[config.mk]
export PLATFORM = sky130hd
export DESIGN_NAME = fb_write_arbiter
export DESIGN_NICKNAME = d
export VERILOG_FILES = /design/src/rtl/fb_write_arbiter.sv
export SDC_FILE = /design/constraint.sdc
export NUM_CORES = 1
export LEC_CHECK = 0
export CAP_MARGIN = 30
export CORE_ASPECT_RATIO = 0.5
export CORE_MARGIN = 2
export CORE_UTILIZATION = 38
export DETAILED_ROUTE_END_ITERATION = 8
export GPL_TIMING_DRIVEN = 0
export PLACE_DENSITY = 0.66
export RECOVER_POWER = 25
export SYNTH_ARGS = -nofsm -noshare
export SYNTH_HDL_FRONTEND = slang
export SYNTH_SLANG_ARGS = --single-unit
[constraint.sdc]
create_clock -name clk -period 2.8 [get_ports clk]
set_clock_uncertainty 0.15 [all_clocks]
set_input_delay 0.7 -clock clk [delete_from_list [all_inputs] [get_ports clk]]
set_output_delay 0.7 -clock clk [all_outputs]
set_load 0.02 [all_outputs]
[src/rtl/fb_write_arbiter.sv]
// Single-port framebuffer arbiter: the display read path owns the port during active video,
// queued host writes retire during blanking. Define FB_CLEAR_EN to add the full-screen fill engine.
module fb_write_arbiter #(
    parameter int ADDR_W     = 12,
    parameter int DATA_W     = 6,
    parameter int MEM_WORDS  = 3072,
    parameter int FIFO_DEPTH = 4
) (
    input  logic              clk,
    input  logic              rst,
    input  logic              active,
    input  logic [ADDR_W-1:0] disp_addr,
    input  logic              wr_valid,
    output logic              wr_ready,
    input  logic [ADDR_W-1:0] wr_addr,
    input  logic [DATA_W-1:0] wr_data,
    output logic [ADDR_W-1:0] mem_addr,
    output logic              mem_we,
    output logic [DATA_W-1:0] mem_wdata,
    output logic [2:0]        fifo_count,
`ifdef FB_CLEAR_EN
    input  logic              clear_start,
    input  logic [DATA_W-1:0] clear_color,
    output logic              clear_busy,
`endif
    output logic              err_range
);

    localparam int PTR_W = $clog2(FIFO_DEPTH);
    localparam logic [ADDR_W:0] ADDR_LIMIT = (ADDR_W + 1)'(MEM_WORDS);
    localparam logic [2:0] FULL_COUNT = 3'(FIFO_DEPTH);

`ifdef FB_CLEAR_EN
    localparam logic [ADDR_W-1:0] LAST_ADDR = ADDR_W'(MEM_WORDS - 1);
    typedef enum logic [1:0] {IDLE, DRAIN, CLEAR} state_t;
`else
    typedef enum logic [1:0] {IDLE, DRAIN} state_t;
`endif

    state_t state, state_next;

    logic [ADDR_W-1:0] fifo_addr [FIFO_DEPTH];
    logic [DATA_W-1:0] fifo_data [FIFO_DEPTH];
    logic [PTR_W-1:0]  wr_ptr, rd_ptr;
    logic [2:0]        count;
    logic              err_q;

    logic push_take, push_ok, push_bad, pop, in_range;
    logic [2:0] count_next;

`ifdef FB_CLEAR_EN
    logic [ADDR_W-1:0] clr_cnt;
    logic [DATA_W-1:0] clr_color;
    logic              clr_go;
    logic              clr_step;
`endif

    // Handshake: a beat transfers on a clk edge where wr_valid & wr_ready; wr_ready
    // depends only on the registered count, so the host may hold wr_valid while waiting.
    assign wr_ready   = (count != FULL_COUNT);
    assign in_range   = ({1'b0, wr_addr} < ADDR_LIMIT);
    assign push_take  = wr_valid && wr_ready;
    assign push_ok    = push_take && in_range;
    assign push_bad   = push_take && !in_range;
    assign fifo_count = count;
    assign err_range  = err_q;

    always_comb begin
        count_next = count;
        case ({push_ok, pop})
            2'b10:   count_next = count + 3'd1;
            2'b01:   count_next = count - 3'd1;
            default: count_next = count;
        endcase
    end

    always_comb begin
        state_next = state;
        mem_addr   = disp_addr;
        mem_we     = 1'b0;
        mem_wdata  = '0;
        pop        = 1'b0;
`ifdef FB_CLEAR_EN
        clr_go     = 1'b0;
        clr_step   = 1'b0;
`endif
        case (state)
`ifdef FB_CLEAR_EN
            CLEAR: begin
                if (!active) begin
                    mem_addr  = clr_cnt;
                    mem_wdata = clr_color;
                    mem_we    = 1'b1;
                    clr_step  = 1'b1;
                    if (clr_cnt == LAST_ADDR) state_next = IDLE;
                end
            end
`endif
            default: begin
                // The head is served straight from registered storage, so a write
                // pushed in one cycle can retire in the very next blanking cycle.
                if (count != 3'd0 && !active) begin
                    mem_addr  = fifo_addr[rd_ptr];
                    mem_wdata = fifo_data[rd_ptr];
                    mem_we    = 1'b1;
                    pop       = 1'b1;
                end
                if (state == IDLE) begin
                    if (count != 3'd0) state_next = DRAIN;
                end else if (count_next == 3'd0) begin
                    state_next = IDLE;
                end
`ifdef FB_CLEAR_EN
                if (clear_start) begin
                    clr_go     = 1'b1;
                    state_next = CLEAR;
                end
`endif
            end
        endcase
    end

    always_ff @(posedge clk) begin
        if (rst) begin
            state  <= IDLE;
            wr_ptr <= '0;
            rd_ptr <= '0;
            count  <= '0;
            err_q  <= 1'b0;
        end else begin
            state <= state_next;
            count <= count_next;
            if (push_ok) wr_ptr <= wr_ptr + 1'b1;
            if (pop)     rd_ptr <= rd_ptr + 1'b1;
            if (push_bad) err_q <= 1'b1;
        end
    end

    always_ff @(posedge clk) begin
        if (push_ok) begin
            fifo_addr[wr_ptr] <= wr_addr;
            fifo_data[wr_ptr] <= wr_data;
        end
    end

`ifdef FB_CLEAR_EN
    assign clear_busy = (state == CLEAR);

    always_ff @(posedge clk) begin
        if (rst) begin
            clr_cnt   <= '0;
            clr_color <= '0;
        end else if (clr_go) begin
            clr_cnt   <= '0;
            clr_color <= clear_color;
        end else if (clr_step) begin
            clr_cnt   <= clr_cnt + 1'b1;
        end
    end
`endif

endmodule
# == Word level (Yosys, flattened, before mapping) ==
# Memories as Yosys holds them, arrays and structs flattened. A register that Yosys moved wholly into a read port is not among the register bits.
# Cells that the tools add are included.
# word_totals
in_bits,34
latchBits,0
memories,2
word_cells,32
register_bits,8
mem_bits_rw,72
mem_bits_ro,0
# memory_table
memory,words,word_bits,read_ports,rd_ports_with_merged_regs,wr,line_no,text
fifo_addr,4,12,1,1,1,42,logic [ADDR_W-1:0] fifo_addr [FIFO_DEPTH];
fifo_data,4,6,1,1,1,43,logic [DATA_W-1:0] fifo_data [FIFO_DEPTH];
# op_classes
n_div,0
n_shift,0
reduce_logical,8
order_cmp,1
mul,0
bitwise,0
muxes,10
n_eq_ne,3
addsub,4
# ops
cell,count
< comparator 12 bit (second input constant),1
two-way mux 12 bit,1
two-way mux 2 bit,4
two-way mux 6 bit,1
one-hot mux 3 bit (2 select lines),1
adder 2 x 1 -> 2 bit (second input constant),2
logical AND 1 bit,4
adder 3 x 1 -> 3 bit (second input constant),1
two-way mux 1 bit,3
inequality test 3 bit (second input constant),1
nonzero test 3 bit,1
subtractor 3 x 1 -> 3 bit (second input constant),1
equality test 2 x 1 -> 1 bit (second input constant),1
equality test 2 bit (second input constant),1
zero test 1 bit,2
nonzero test 2 bit,1

# == Longest topological paths before layout ==
# Gate-level depths: netlist of run 1.
# depth
word_depth,5
mapped_depth,10
ltp_nobuf,9

# == Worst setup path after synthesis of run 1 ==
# No wires, ideal clock.
# synth_path
path_type,reg2reg
start,"register count[2], in the netlist fifo_count[2]"
end,"register count[2], in the netlist fifo_count[2]"
n_path_buf,1
setup_slack_ns,0.164
t_arrival_ns,2.415
setup_time_ns,0.070
path_stages_with_launch,11
t_required_ns,2.580
path_cell_list,dfxtp_1 > or3b_4 > and3_4 > buf_6 > inv_2 > ha_1 > inv_1 > fa_1 > xor2_1 > or3_1 > a21oi_1
# synth_via
elab_chain_len,5
word_cells_on_any_way,12
# synth_lines
item,line_no,text
start: declaration,45,logic [2:0] count;
start signal: assignment,132,count <= count_next;
inequality test 3 bit *,60,assign wr_ready = (count != FULL_COUNT);
named net wr_ready,14,"output logic wr_ready,"
logical AND 1 bit *,62,assign push_take = wr_valid && wr_ready;
logical AND 1 bit *,63,assign push_ok = push_take && in_range;
equality test 2 x 1 -> 1 bit or equality test 2 bit (tied branches),70,"case ({push_ok, pop})"
one-hot mux 3 bit (2 select lines) or nonzero test 2 bit (tied branches),--,
# Mark *: on every way through the listed nets, which the timed path passes. The rest lies on a longest branch.
# A chain may end at the register's enable or synchronous reset.

==> run_results.csv, run 1 <==
group,metric,value,unit
pwr,combPwrFrac,0.303,
timing,fin_ws,76.42,ps
drt,routed_via_density,4.790,
place,dp_slack,-892.1,ps
yosys,ys_ff_latch,82,
cells_and_area,final_core_util,0.5109,
clock_tree,clkLatencyLatePin,330,ps
critical_path,r2r-end,"fifo_count[2]$_SDFFE_PP0P_",
cells_and_area,fillCellCount,703,
grt,grt_usage,0.1460,
cells_and_area,area_growth,32.04,%
clock_tree,cts.root.buffer_cell,"clkbuf_16",
cells_and_area,final_cells,372,
cells_and_area,mostFrequentLayoutCells,"72 x edfxtp_1, 25 x clkdlybuf4s50_1, 18 x mux4_2",
cells_and_area,n_antenna_cell,0,
hold_path,hold_depth,2,
critical_path,r2r_setup_slack,170,ps
critical_path,worstPathRequired,1950,ps
critical_path,arrival,1870,ps
timing,min_period,2724,ps
timing,hold_violations,0,
timing,timing.final.crit_share,0.9727,
floorplanning,io_pins,58,
grt,grt_overflow,0,
drt,drt-total-wl,6226,µm
grt,grt_pass1_vias,1973,
timing,worst_slew_pin_slew,932.5,ps
timing,drv_slew,0,
drt,vias,1782,
yosys,syn_area,0.003323,mm²
place,gp_congestion,0.7745,
critical_path,crit_chain,"buf_8 > buf_12 > mux4_2 > mux2_2 > buf_2",
critical_path,reg2reg_depth,10,
drt,postRouteAntennaNets,0,
hold_path,hp-class,"reg -> reg",
critical_path,crit_type,"reg -> out",
clock_tree,htreeDepth,3,
clock_tree,cts_tree,"yes",
pwr,seq_power_share,0.394,
place,port_buffers,57,
floorplanning,die-area,0.009555,mm²
critical_path,cpMaxStageDelayCell,"mux4_2",
pwr,p_per_area,870.7,mW/mm²
floorplanning,rows,24,
critical_path,path_max_fanout,6,
pwr,intPower,2.739,mW
timing,relSlewSlack,0.3783,
cells_and_area,fin_nets,290,
yosys,syn_nets,211,
floorplanning,core_area,0.008588,mm²
critical_path,crit_buf_inv,3,
clock_tree,numCtsBuffers,9,
place,dp_hpwl,3981,µm
critical_path,endpoint_kind,"primary output",
yosys,synth_cells,171,
floorplanning,die_width,136.3,µm
pwr,switching_share,0.2830,
clock_tree,clkTransAtPathRegs,60,ps
drt,drt-initial-drc-count,141,
grt,antenna_found_initial,0,
grt,grt_pass1_wl,10070,µm
timing,setup-tns-final,0,ps
yosys,synth_cell_types,30,
outcome,status,"completed",
floorplanning,initial_core_util,0.3869,
yosys,avgSynthCellArea,19.43,µm²
critical_path,path_delay_family,"multiplexers",
timing,setup_viol,0,
pwr,p_switching,1.081,mW
drt,wl_per_cell,16.74,µm
critical_path,timing.rr.start,"fifo_count[2]$_SDFFE_PP0P_",
timing,fmax,0.3672,GHz
critical_path,crit_path_start_kind,"flip-flop",
floorplanning,die_y,70.13,µm
clock_tree,cts_sinks,82,
hold_path,hold_path_startpoint,"err_range$_SDFFE_PP0P_",
hold_path,min_to,"err_range$_SDFFE_PP0P_",
place,place_inst,346,
pwr,leakage,1.510,nW
drt,drcViolationCount,0,
grt,grt_max_degree,19,
pwr,ir_drop,0.0004321,V
yosys,ys_seq_area_frac,0.7108,
drt,drtPass1Iterations,4,
pwr,pwr-share-clk,0.304,
cells_and_area,drive_gt1_frac,0.3373,
yosys,yosysWarnings,0,
timing,rsz0062_at_grt,"false",
clock_tree,clk_path_buf_depth,2,
critical_path,max_stage_delay,490,ps
cells_and_area,mostFrequentLayoutCell,"edfxtp_1",
run,max-cap-violations,0,
==> per-stage QoR <==
stage / power, mW / cell area [µm²] / hold WS (ps)
4_1_cts: 3.860 / 4378 / 343.0
5_1_grt: 4.019 / 4388 / 378.0
2_1_floorplan: 2.226 / 3323 / 302.9
6_report: 3.820 / 4388 / 334.1
3_3_place_gp: 2.615 / 4040 / 315.4
3_5_place_dp: 2.646 / 4055 / 324.0
==> sequential cells by signal (all words and copies together), names as in the netlist, named ones only <==
register	flops
err_range	1
fifo_addr	48
fifo_count	3
fifo_data	24
rd_ptr	2
wr_ptr	2
==> cell type report <==
class	count	area, µm²	share of cell area
sequential	82	2362	0.5384
multi-input combinational	75	888.4	0.2025
timing repair buffer	69	598.1	0.1363
clock buffer	9	225.2	0.05133
tap	117	146.4	0.03336
clock inverter	7	76.32	0.01739
buffer	6	65.06	0.01483
inverter	7	26.28	0.005988
==> layer usage <==
metal  track usage  wire, µm  up-vias
met5             0         0        -
li1              -         -      837
met2        0.2546      3332       34
met4       0.04514        74        0
met3       0.05011       268        5
met1        0.1709      2551      906
==> Yosys cell counts <==
| cell | number | share of area |
|---|---|---|
| nor2_4 | 1 | 0.0034 |
| nor2_1 | 6 | 0.0068 |
| inv_1 | 6 | 0.0068 |
| mux2_2 | 12 | 0.041 |
| nand2_1 | 1 | 0.0011 |
| and3_4 | 1 | 0.0034 |
| inv_2 | 1 | 0.0011 |
| a41oi_1 | 1 | 0.0026 |
| buf_6 | 3 | 0.010 |
| o21ai_0 | 1 | 0.0015 |
| nand2b_1 | 2 | 0.0038 |
| clkbuf_1 | 1 | 0.0011 |
| buf_2 | 2 | 0.0030 |
| xor2_1 | 2 | 0.0053 |
| a21oi_1 | 5 | 0.0075 |
| and2_1 | 10 | 0.019 |
| ha_1 | 5 | 0.019 |
| fa_1 | 1 | 0.0060 |
| mux4_2 | 18 | 0.12 |
| o21ai_1 | 1 | 0.0015 |
| or4_1 | 1 | 0.0023 |
| mux2_4 | 1 | 0.0045 |
| o31ai_1 | 1 | 0.0023 |
| mux2i_1 | 1 | 0.0030 |
| nor3_2 | 1 | 0.0030 |
| clkbuf_2 | 1 | 0.0015 |
| dfxtp_1 | 10 | 0.060 |
| edfxtp_1 | 72 | 0.65 |
| or3b_4 | 1 | 0.0034 |
| or3_1 | 2 | 0.0038 |
==> power by group through the flow <==
stage	clock (mW)	combinational, mW	sequential (mW)
floorplan	0	0.694	1.53
global placement	0	1.10	1.52
detailed placement	0	1.12	1.52
CTS	1.18	1.17	1.51
global route	1.25	1.26	1.52
finish	1.16	1.16	1.50
==> kinds of logic after synthesis <==
group	share of synthesized area
buffers and inverters	0.02372
DFF	0.7108
and+or+nand+nor	0.04970
muxes	0.1702
xor gates and xnor gates	0.005272
AOI/OAI and AO/OA	0.01543
adders and majority gates	0.02485
==> worst max-delay path by stage <==
| stage | to | cells after the start | slack, ps |
|---|---|---|---|
| after detailed placement | mem_addr[9] | 5 | -890 |
| after CTS | mem_addr[2] | 5 | 3 |
| after global routing | mem_addr[8] | 5 | 2 |
| final | mem_addr[5] | 5 | 80 |
| after floorplan | fifo_count[2]$_SDFFE_PP0P_ | 10 | 160 |
| after global placement | mem_addr[9] | 5 | -860 |
==> what timing repair did <==
item,in CTS,in global routing
hold buffers,0,0
pin swaps,1,1
cloned,0,0
setup buffers,5,5
endpoints found under the setup margin,21,10
gates resized for setup,67,13
==> tightest hold or removal path, cell delays in order, from the launching register on <==
cell and delay, ps:
dfxtp_1 330, a41oi_1 50, nor2_1 70
No activity file was read; power rests on OpenSTA's default activity.
==> run 2, diff against run 1 <==
--- a/config.mk
+++ b/config.mk
@@ -11,7 +11,7 @@
 export CORE_UTILIZATION = 38
 export DETAILED_ROUTE_END_ITERATION = 8
 export GPL_TIMING_DRIVEN = 0
-export PLACE_DENSITY = 0.66
+export PLACE_DENSITY = 0.68
 export RECOVER_POWER = 25
 export SYNTH_ARGS = -nofsm -noshare
 export SYNTH_HDL_FRONTEND = slang
==> constraint.sdc (replaced) <==
create_clock -name clk -period 2.5 [get_ports clk]
set_clock_uncertainty 0.15 [all_clocks]
set_input_delay 0.625 -clock clk [delete_from_list [all_inputs] [get_ports clk]]
set_output_delay 0.625 -clock clk [all_outputs]
set_load 0.02 [all_outputs]
==> run 2 against run 1 <==
  * The run now ends with negative setup slack left
  * Cell count rose by 3.0%
  * Combinational power increased by 51%
  * Sequential share of layout area down 3.8 points
  * Count of clock-buffer cells in the layout did not move
  * Final area increased by 8.1%
  * Clock power is 13% higher
  * Power is 24% higher
  * Setup slack got worse by 200 ps
  * Critical path type unchanged
  * Largest cell class unchanged
==> run_results.csv, run 2 (synthesis results as in run 1) <==
group,metric,value,unit
outcome,status,"finished with violations",
outcome,violations,"negative setup slack",
pwr,power.total,4.755,mW
timing,fmax,0.3804,GHz
cells_and_area,n_antenna_cell,0,
critical_path,reg2reg_depth,9,
timing,min_period,2629,ps
floorplanning,core_area,0.008588,mm²
critical_path,endpoint_kind,"primary output",
critical_path,crit_type,"reg -> out",
hold_path,hp-class,"reg -> reg",
timing,rsz0062_at_grt,"true",
cells_and_area,fin_nets,301,
timing,setup_viol,17,
clock_tree,clkTransAtPathRegs,60,ps
timing,hold_violations,0,
grt,grt_pass1_vias,1914,
timing,relSlewSlack,0.3624,
place,dp_hpwl,3976,µm
critical_path,timing.rr.start,"fifo_count[0]$_SDFFE_PP0P_",
floorplanning,initial_core_util,0.3869,
timing,drv_slew,0,
clock_tree,holdBufCountCts,0,
pwr,seq_power_share,0.357,
run,max-cap-violations,0,
floorplanning,die_width,136.3,µm
hold_path,hold_path_startpoint,"err_range$_SDFFE_PP0P_",
drt,wl_per_cell,16.77,µm
cells_and_area,area_growth,42.70,%
floorplanning,die_y,70.13,µm
pwr,p_switching,1.331,mW
cells_and_area,largest_reg_flops,48,
critical_path,r2r_setup_slack,40,ps
clock_tree,cts.root.buffer_cell,"clkbuf_16",
grt,grt_max_degree,19,
pwr,leakage,1.672,nW
pwr,switching_share,0.2800,
place,port_buffers,57,
floorplanning,io_pins,58,
floorplanning,die-area,0.009555,mm²
critical_path,path_max_fanout,6,
clock_tree,clk_path_buf_depth,2,
clock_tree,cts_tree,"yes",
clock_tree,cts_sinks,82,
drt,drtPass1Iterations,5,
clock_tree,clkLatencyLatePin,330,ps
clock_tree,htreeDepth,3,
place,gp_congestion,0.7303,
clock_tree,numCtsBuffers,9,
cells_and_area,drive_gt1_frac,0.4211,
critical_path,r2r-end,"fifo_count[2]$_SDFFE_PP0P_",
critical_path,worstPathRequired,1730,ps
critical_path,crit_path_start_kind,"flip-flop",
pwr,p_per_area,1003,mW/mm²
timing,fin_ws,-128.5,ps
cells_and_area,mostFrequentLayoutCell,"edfxtp_1",
grt,grt_overflow,0,
drt,drt-total-wl,6422,µm
grt,grt_pass1_wl,10010,µm
hold_path,hold_depth,2,
critical_path,arrival,1850,ps
drt,postRouteAntennaNets,0,
drt,drcViolationCount,0,
grt,antenna_found_initial,0,
timing,worst_slew_pin_slew,956.5,ps
cells_and_area,mostFrequentLayoutCells,"72 x edfxtp_1, 28 x buf_6, 25 x clkdlybuf4s50_1",
drt,routed_via_density,4.862,
floorplanning,rows,24,
drt,vias,1862,
cells_and_area,top_register,"fifo_addr",
pwr,ir_drop,0.0005057,V
place,placed_cell_area,0.004106,mm²
drt,drt-initial-drc-count,100,
timing,timing.final.crit_share,1.051,
cells_and_area,final_core_util,0.5522,
hold_path,min_to,"err_range$_SDFFE_PP0P_",
pwr,combPwrFrac,0.367,
pwr,intPower,3.423,mW
pwr,pwr-share-clk,0.276,
grt,grt_usage,0.1446,
timing,setup-tns-final,-1577,ps
cells_and_area,final_area,0.004742,mm²
-- run 2: cell type report --
| cell class | count | area, µm² |
|---|---|---|
| well taps | 117 | 146.4 |
| fillers | 668 | 3846 |
| repair buffers | 80 | 853.3 |
| multi-input cells | 75 | 967.2 |
| clock inverters | 7 | 77.57 |
| flip-flops and latches | 82 | 2375 |
| inverters | 7 | 28.78 |
| clock buffers | 9 | 225.2 |
| plain buffers | 6 | 68.82 |
-- run 2: timing repair --
action / in CTS / in global routing
setup buffers: 9 / 11
gates resized for setup: 114 / 43
pin swaps: 3 / 10
endpoints found under the setup margin: 57 / 19
gates cloned: 1 / 0
-- run 2: worst max path at each step --
stage | from | end | cells past startpoint
final | flip-flop | mem_addr[9] | 5
after global placement | active | mem_addr[8] | 5
after detailed placement | active | mem_addr[9] | 5
after CTS | flip-flop | mem_addr[11] | 5
after floorplan | fifo_count[2]$_SDFFE_PP0P_ | fifo_count[2]$_SDFFE_PP0P_ | 10
after global routing | flip-flop | mem_addr[9] | 5
-- run 2: layer usage --
metal,up-vias,track usage,share of wire
li1,853,-,-
met1,959,0.1863,0.45
met2,43,0.2306,0.51
met3,7,0.03776,0.032
met4,0,0.06713,0.011
met5,-,0,0
-- run 2: power groups by stage --
stage,registers (mW),logic [mW],clock network [mW]
2_1_floorplan,1.72,0.786,0
3_3_place_gp,1.70,1.24,0
3_5_place_dp,1.71,1.30,0
4_1_cts,1.69,1.48,1.33
5_1_grt,1.71,1.87,1.40
6_report,1.70,1.75,1.31
-- run 2: critical path, cell delays in order, from the launching register on --
cell and delay [ps]:
dfxtp_2 330, buf_8 140, buf_16 130, mux4_2 500, mux2_4 280, buf_6 130
-- run 2: stage by stage --
stage / instances / setup WS [ps] / hold WS, ps
2_1_floorplan: 171 / 1.216 / 302.9
3_3_place_gp: 345 / -950.5 / 309.2
3_5_place_dp: 347 / -997.5 / 321.4
4_1_cts: 373 / -149.0 / 340.3
5_1_grt: 383 / -178.8 / 381.5
6_report: 383 / -128.5 / 334.3
